<file path="config.mk">
export PLATFORM = sky130hd
export DESIGN_NAME = control_fsm
export DESIGN_NICKNAME = d
export VERILOG_FILES = /design/src/rtl/bananachine_pkg.sv /design/src/rtl/alu_cont_decode.sv /design/src/rtl/control_fsm.sv
export SDC_FILE = /design/constraint.sdc
export NUM_CORES = 1
export LEC_CHECK = 0
export BUFFER_PORTS_ARGS = -buffer_cell sky130_fd_sc_hd__buf_2
export CAP_MARGIN = 20
export CORE_MARGIN = 5
export CORE_UTILIZATION = 56
export DETAILED_ROUTE_END_ITERATION = 7
export PLACE_DENSITY = 0.91
export RECOVER_POWER = 100
export SETUP_SLACK_MARGIN = 0.5
export SLEW_MARGIN = 10
export SYNTH_ARGS = -nofsm -noshare
export SYNTH_HDL_FRONTEND = slang
export SYNTH_HIERARCHICAL = 1
export SYNTH_SLANG_ARGS = --single-unit
</file>
<file path="constraint.sdc">
create_clock -name clk -period 3.84 [get_ports clk]
set_input_delay 0.384 -clock clk [delete_from_list [all_inputs] [get_ports clk]]
set_output_delay 0.384 -clock clk [all_outputs]
set_load 0.02 [all_outputs]
</file>
<file path="src/rtl/bananachine_pkg.sv">
// Shared encodings for the bananachine multicycle controller: opcodes, function
// codes, ALU control codes, writeback source selects and FSM state encoding.
package bananachine_pkg;

  localparam int ALU_WIDTH = 6;
  localparam int SRC_WIDTH = 2;

  localparam logic [3:0] OP_RTYPE = 4'b0000;
  localparam logic [3:0] OP_ANDI  = 4'b0001;
  localparam logic [3:0] OP_ORI   = 4'b0010;
  localparam logic [3:0] OP_XORI  = 4'b0011;
  localparam logic [3:0] OP_LDST  = 4'b0100;
  localparam logic [3:0] OP_ADDI  = 4'b0101;
  localparam logic [3:0] OP_SUBI  = 4'b1001;
  localparam logic [3:0] OP_CMPI  = 4'b1011;
  localparam logic [3:0] OP_MOVI  = 4'b1101;

  // Immediate opcodes reuse the R-type function field values.
  localparam logic [3:0] EXT_AND  = 4'b0001;
  localparam logic [3:0] EXT_OR   = 4'b0010;
  localparam logic [3:0] EXT_XOR  = 4'b0011;
  localparam logic [3:0] EXT_ADD  = 4'b0101;
  localparam logic [3:0] EXT_SUB  = 4'b1001;
  localparam logic [3:0] EXT_CMP  = 4'b1011;
  localparam logic [3:0] EXT_MOV  = 4'b1101;
  localparam logic [3:0] EXT_LOAD = 4'b0000;
  localparam logic [3:0] EXT_STOR = 4'b0100;

  localparam logic [ALU_WIDTH-1:0] ALU_NOP    = 6'b000000;
  localparam logic [ALU_WIDTH-1:0] ALU_AND    = 6'b000001;
  localparam logic [ALU_WIDTH-1:0] ALU_OR     = 6'b000010;
  localparam logic [ALU_WIDTH-1:0] ALU_XOR    = 6'b000011;
  localparam logic [ALU_WIDTH-1:0] ALU_ADD    = 6'b000101;
  localparam logic [ALU_WIDTH-1:0] ALU_SUB    = 6'b001001;
  localparam logic [ALU_WIDTH-1:0] ALU_CMP    = 6'b001011;
  localparam logic [ALU_WIDTH-1:0] ALU_PASS_B = 6'b111111;

  localparam logic [SRC_WIDTH-1:0] WB_SRC_ALU = 2'd0;
  localparam logic [SRC_WIDTH-1:0] WB_SRC_MEM = 2'd1;

  typedef enum logic [3:0] {
    S_FETCH, S_DECODE, S_EXEC_R, S_EXEC_I, S_WB_ALU,
    S_MEM_ADDR, S_MEM_READ, S_MEM_WB, S_MEM_WRITE, S_TRAP
  } state_t;

  function automatic logic is_compare(input logic [3:0] op, input logic [3:0] ext);
    return (op == OP_CMPI) || ((op == OP_RTYPE) && (ext == EXT_CMP));
  endfunction

endpackage

</file>
<file path="src/rtl/alu_cont_decode.sv">
// Maps {op_code, ext_op_code} to an ALU function code and flags whether the
// instruction is one this controller can execute.
module alu_cont_decode
  import bananachine_pkg::*;
(
  input  logic [3:0]           op_code,
  input  logic [3:0]           ext_op_code,
  output logic [ALU_WIDTH-1:0] alu_cont,
  output logic                 valid
);

  logic [3:0] func;

  always_comb begin
    func     = (op_code == OP_RTYPE) ? ext_op_code : op_code;
    alu_cont = ALU_NOP;
    valid    = 1'b1;
    case (func)
      EXT_AND: alu_cont = ALU_AND;
      EXT_OR:  alu_cont = ALU_OR;
      EXT_XOR: alu_cont = ALU_XOR;
      EXT_ADD: alu_cont = ALU_ADD;
      EXT_SUB: alu_cont = ALU_SUB;
      EXT_CMP: alu_cont = ALU_CMP;
      EXT_MOV: alu_cont = ALU_PASS_B;
      default: valid = 1'b0;
    endcase
    // Load/store address generation passes the base register straight through.
    if (op_code == OP_LDST) begin
      alu_cont = ALU_PASS_B;
      valid    = (ext_op_code == EXT_LOAD) || (ext_op_code == EXT_STOR);
    end
  end

endmodule

</file>
<file path="src/rtl/control_fsm.sv">
// Multicycle fetch/decode/execute/memory/writeback controller; every output is
// registered and set on the edge that enters the state it belongs to.
//
// state      | meaning
// S_FETCH    | PC addresses memory, IR loads while run=1
// S_DECODE   | IR valid, pick execution path
// S_EXEC_R   | ALU on Rdest, Rsrc
// S_EXEC_I   | ALU on Rdest, imm8 (MOVI: zero, imm8)
// S_WB_ALU   | write ALU result, bump PC
// S_MEM_ADDR | register drives memory address
// S_MEM_READ | wait out synchronous read latency
// S_MEM_WB   | write memory data, bump PC
// S_MEM_WRITE| single-cycle store strobe, bump PC
// S_TRAP     | flag illegal opcode, skip word
module control_fsm
  import bananachine_pkg::*;
#(
  parameter int ALU_W = ALU_WIDTH,
  parameter int SRC_W = SRC_WIDTH
) (
  input  logic             clk,
  input  logic             reset,
  input  logic             run,
  input  logic [3:0]       op_code,
  input  logic [3:0]       ext_op_code,
  output logic             ir_en,
  output logic             mem_addr_sel,
  output logic             pc_en,
  output logic             pc_src,
  output logic             reg_write,
  output logic [SRC_W-1:0] reg_write_src,
  output logic             alu_A_src,
  output logic             alu_B_src,
  output logic [ALU_W-1:0] alu_cont,
  output logic             wren_a,
  output logic             illegal
);

  state_t               state;
  logic                 is_cmp;
  logic                 is_stor;
  logic [ALU_WIDTH-1:0] dec_alu;
  logic                 dec_valid;

  alu_cont_decode u_dec (
    .op_code     (op_code),
    .ext_op_code (ext_op_code),
    .alu_cont    (dec_alu),
    .valid       (dec_valid)
  );

  always_ff @(posedge clk or posedge reset) begin
    if (reset) begin
      state         <= S_FETCH;
      is_cmp        <= 1'b0;
      is_stor       <= 1'b0;
      ir_en         <= 1'b0;
      mem_addr_sel  <= 1'b0;
      pc_en         <= 1'b0;
      pc_src        <= 1'b0;
      reg_write     <= 1'b0;
      reg_write_src <= WB_SRC_ALU;
      alu_A_src     <= 1'b0;
      alu_B_src     <= 1'b0;
      alu_cont      <= ALU_NOP;
      wren_a        <= 1'b0;
      illegal       <= 1'b0;
    end else begin
      ir_en         <= 1'b0;
      mem_addr_sel  <= 1'b0;
      pc_en         <= 1'b0;
      pc_src        <= 1'b0;
      reg_write     <= 1'b0;
      reg_write_src <= WB_SRC_ALU;
      alu_A_src     <= 1'b0;
      alu_B_src     <= 1'b0;
      alu_cont      <= ALU_NOP;
      wren_a        <= 1'b0;
      case (state)
        // ir_en is run one cycle late, so advancing on (run && ir_en) guarantees
        // the IR was actually loaded during the FETCH cycle being left.
        S_FETCH: begin
          if (run && ir_en) state <= S_DECODE;
          else              ir_en <= run;
        end
        S_DECODE: begin
          is_cmp  <= is_compare(op_code, ext_op_code);
          is_stor <= (ext_op_code == EXT_STOR);
          if (!dec_valid) begin
            state   <= S_TRAP;
            illegal <= 1'b1;
            pc_en   <= 1'b1;
          end else if (op_code == OP_LDST) begin
            state        <= S_MEM_ADDR;
            mem_addr_sel <= 1'b1;
            alu_cont     <= ALU_PASS_B;
          end else if (op_code == OP_RTYPE) begin
            state     <= S_EXEC_R;
            alu_A_src <= 1'b1;
            alu_cont  <= dec_alu;
          end else begin
            state     <= S_EXEC_I;
            alu_A_src <= (op_code != OP_MOVI);
            alu_B_src <= 1'b1;
            alu_cont  <= dec_alu;
          end
        end
        S_EXEC_R, S_EXEC_I: begin
          state     <= S_WB_ALU;
          alu_A_src <= alu_A_src;
          alu_B_src <= alu_B_src;
          alu_cont  <= alu_cont;
          reg_write <= !is_cmp;
          pc_en     <= 1'b1;
        end
        S_MEM_ADDR: begin
          mem_addr_sel <= 1'b1;
          alu_cont     <= ALU_PASS_B;
          if (is_stor) begin
            state  <= S_MEM_WRITE;
            wren_a <= 1'b1;
            pc_en  <= 1'b1;
          end else begin
            state <= S_MEM_READ;
          end
        end
        S_MEM_READ: begin
          state         <= S_MEM_WB;
          reg_write     <= 1'b1;
          reg_write_src <= WB_SRC_MEM;
          pc_en         <= 1'b1;
        end
        S_WB_ALU, S_MEM_WB, S_MEM_WRITE, S_TRAP: begin
          state <= S_FETCH;
          ir_en <= run;
        end
        default: state <= S_FETCH;
      endcase
    end
  end

endmodule

</file>
==> key figures <==
Power and ir drop
  – Sw power: 333.5 uW
  – Seq pwr share: 45.3%
  – Part of the power in combinational logic: 40.2%
  – Clk pwr share: 14.4%
  – Internal Power: 436.5 uW
  – P_leak: 0.0005765 uW
  – Worst VDD drop: 324.7 uV
  – PD cells: 583.9 mW/mm^2
  – Pwr Total: 770.0 uW
  – Switch share: 43.31%

CTS
  – Post-CTS Setup Repair Bufs: 0
  – Clock-pin slew on the worst setup and hold paths: 0.12 ns
  – Sinks on the clock net: 21
  – Clk_lat worst skew: 0.31 ns
  – CTS H-Tree Depth: 1
  – CTS buffer count: 3
  – CTS tree: yes
  – Clock tree buffer depth: 2
  – Cts hold-fix bufs: 0
  – CTS Root Cell: clkbuf_4
  – Post-CTS resize count: 0

Yosys
  – Yosys reg bits: 21
  – Mapped Area: 0.001212 sq mm
  – Mapped Cells: 130
  – Ranking of synthesized cells by area: dfrtp_1, o211ai_1, nor2_1
  – Post-synth EDFFs: 0
  – Primary FF master, synth: dfrtp_1
  – Netlist cell types: 38
  – Post-synth top area cell: dfrtp_1
  – Share of the synthesized area in the top cell type: 43.34%
  – Async SR Flop Fraction: 100.0%
  – Warnings, synthesis: 6
  – Register area share after synthesis: 43.34%
  – Mean Syn Cell Area: 9.326 sq um

Critical path
  – Critical path buffers and inverters: 0
  – Largest stage delay, worst path: 1.61 ns
  – Crit-path cells: nor4b_1 > nand2_1 > o21ai_1
  – Worst R2R Setup Slack: 0.98 ns
  – Crit path DAT: 3.09 ns
  – Startpoint Class: flop
  – CP Data Required Time: 4.08 ns
  – Slowest-stage cell, CP: nor4b_1
  – FF-to-FF End: state[1]
  – Worst-path fanout max: 14
  – R2R Path Start: state[1]
  – Crit Path Class: flop to flop
  – Delay-heaviest family, CP: simple AND/OR/NAND/NOR gates
  – Critical Path End Type: flop
  – Reg2Reg Depth: 3

Floorplan
  – Die footprint: 0.003196 sq mm
  – Initial Util: 59.96%
  – Chip width: 56.53 microns
  – Core Box Area: 0.002022 sq mm
  – Row count: 16
  – DIE HEIGHT: 56.53 microns
  – IO Count: 28

GRT
  – GR Util All Layers: 18.28%
  – M3 GR Usage: 3.211%
  – GR Overflow Total: 0
  – Met2 Track Usage GR: 30.03%
  – Initial antenna violation count: 0
  – GR peak layer: met2
  – Number of global-route vias before repair: 1033
  – M1 GR Usage: 23.79%
  – First-pass GRT wire length: 4698 microns
  – Largest net degree at the start of global routing: 22

Routing
  – Final WL: 2758 microns
  – Initial drt markers: 36
  – Vias: 1055
  – First-pass DRT Iterations: 4
  – Post-route ant nets: 0
  – DR WL/cell: 15.49 microns
  – Via density: 5.927
  – DRC Markers: 0

Timing
  – Setup TNS Final: 0 ns
  – Max Slew Vio Count: 13
  – Setup violations, final: 0
  – Setup ws final: 0.9844 ns
  – Max Clock Skew: 0.002861 ns
  – Final Hold Violating Endpoints: 0
  – RSZ-0062 raised after global routing: false
  – FMAX: 350.2 MHz
  – Tmin final: 2.856 ns
  – Worst-Margin Slew: 1.930 ns
  – Relative slew slack: -30.46%
  – Final worst-path cycle share: 74.37%

Final layout
  – Final Util: 65.22%
  – Area occupied by multi-input gates: 608.1 sq um
  – Finished Cell Area: 0.001319 sq mm
  – Layout area overhead: 8.772%
  – Fillers: 165
  – Layout cell share with drive strength beyond 1: 13.25%
  – Area occupied by registers: 525.5 sq um
  – ANT cells: 0
  – Final nets: 163

Placement
  – Hpwl dp: 2010 microns
  – Final Wtd Congestion: 0.8368
  – Setup WS pre-CTS: 1.376 ns
  – Buffers on Ports: 25
  – Placed Instance Area: 0.001318 sq mm

Min path
  – Hold Crit Class: input pin to asynchronous set/reset pin

Status
  – Failing checks: max-capacitance violations, max-slew violations
  – Status: complete, but fails checks

Job
  – Max-Cap Viols: 1
-- area by class of cell --
type | instances | share of cell area [%]
flip-flops and latches | 21 | 39.85
multi-input cells | 96 | 46.11
well taps | 27 | 2.562
repair buffers | 25 | 7.970
inverters | 5 | 1.423
clock inverters | 1 | 0.3795
clock buffers | 3 | 1.708
-- worst max path at each step --
| stage | startpoint | endpoint | slack, ns | cells after the start |
|---|---|---|---|---|
| 4_1_cts | op_code[1] | state[0] | 1.69 | 7 |
| 6_report | state[1] | state[1] | 0.98 | 3 |
| 2_1_floorplan | op_code[0] | alu_cont[0] | 2.12 | 7 |
| 3_5_place_dp | op_code[0] | state[0] | 1.38 | 8 |
| 5_1_grt | state[1] | state[1] | 0.75 | 3 |
| 3_3_place_gp | op_code[0] | state[0] | 1.56 | 8 |
-- cell usage in the layout, fill, tap and decap left out --
master,synthesis,layout
dfrtp_1,21,21
clkbuf_1,2,16
nor2_1,13,13
nand2_1,9,9
buf_2,1,9
a21oi_1,8,8
o211ai_1,7,7
inv_1,5,5
nor4b_1,3,4
o21ai_0,4,4
nor3_1,3,3
o22ai_1,3,3
nor2b_1,3,3
nand3_1,3,3
nand2b_1,3,3
o21bai_1,3,3
clkbuf_4,0,3
nor3b_1,2,2
mux2_2,2,2
nor4b_2,3,2
o21ai_1,2,2
nand3b_1,2,2
and3_1,2,2
and3b_1,2,2
or3_1,2,2
nand4b_1,2,2
o21a_1,2,2
conb_1,1,2
a31oi_1,2,2
or3b_2,1,1
xor2_1,1,1
a21o_1,1,1
a21boi_0,1,1
or4_4,1,1
a221oi_2,1,1
a311oi_1,1,1
nor4_1,1,1
clkinv_2,0,1
o31ai_1,1,1
-- through the flow --
| step | std cells | hold WS, ns |
|---|---|---|
| 2_1_floorplan | 131 | 0.3605 |
| 3_3_place_gp | 174 | 0.4770 |
| 3_5_place_dp | 174 | 0.4762 |
| 4_1_cts | 178 | 0.2286 |
| 5_1_grt | 178 | 0.2628 |
| 6_report | 178 | 0.1911 |
-- synth_stat cells (2+ instances only) --
cell,n
o21bai_1,3
mux2_2,2
nand2b_1,3
buf_4,6
a21oi_1,8
nor2_1,13
nor4b_2,3
nand4b_1,2
a31oi_1,2
nand3_1,3
o21ai_0,4
nor3_1,3
o21a_1,2
nor2b_1,3
and3b_1,2
nand3b_1,2
clkbuf_1,2
nor4b_1,3
and3_1,2
or3_1,2
nor3b_1,2
dfrtp_1,21
o21ai_1,2
inv_1,5
o22ai_1,3
o211ai_1,7
nand2_1,9
-- flip-flops by register name, indices dropped and copies added (netlist names) --
register and count:
alu_A_src 1, alu_B_src 1, alu_cont 6, illegal 1, ir_en 1, is_cmp 1
is_stor 1, mem_addr_sel 1, pc_en 1, reg_write 1, reg_write_src 1, state 4
wren_a 1
-- cells by family (layout without fill, tap and decap cells) --
logic type	count (synthesis)	in the layout	synth area share [%]
simple gates	55	55	27.86
compound gates	36	36	19.61
flops	21	21	43.34
buf+inv	14	34	6.295
mux	2	2	1.857
other cells	1	2	0.3093
xor+xnor	1	1	0.7225
-- power by group through the flow --
| stage | sequential [uW] | combinational [uW] | clock (uW) |
|---|---|---|---|
| 4_1_cts | 346 | 324 | 110 |
| 6_report | 349 | 310 | 111 |
| 5_1_grt | 357 | 345 | 122 |
| 3_5_place_dp | 351 | 323 | 0 |
| 3_3_place_gp | 347 | 306 | 0 |
| 2_1_floorplan | 363 | 231 | 0 |
-- layer usage --
metal | share of wire [%] | up-vias
li1 | - | 517
met1 | 45 | 503
met2 | 49 | 35
met3 | 6.1 | 0
met4 | 0 | 0
met5 | 0 | -
Power figures use the tool's default switching activity.
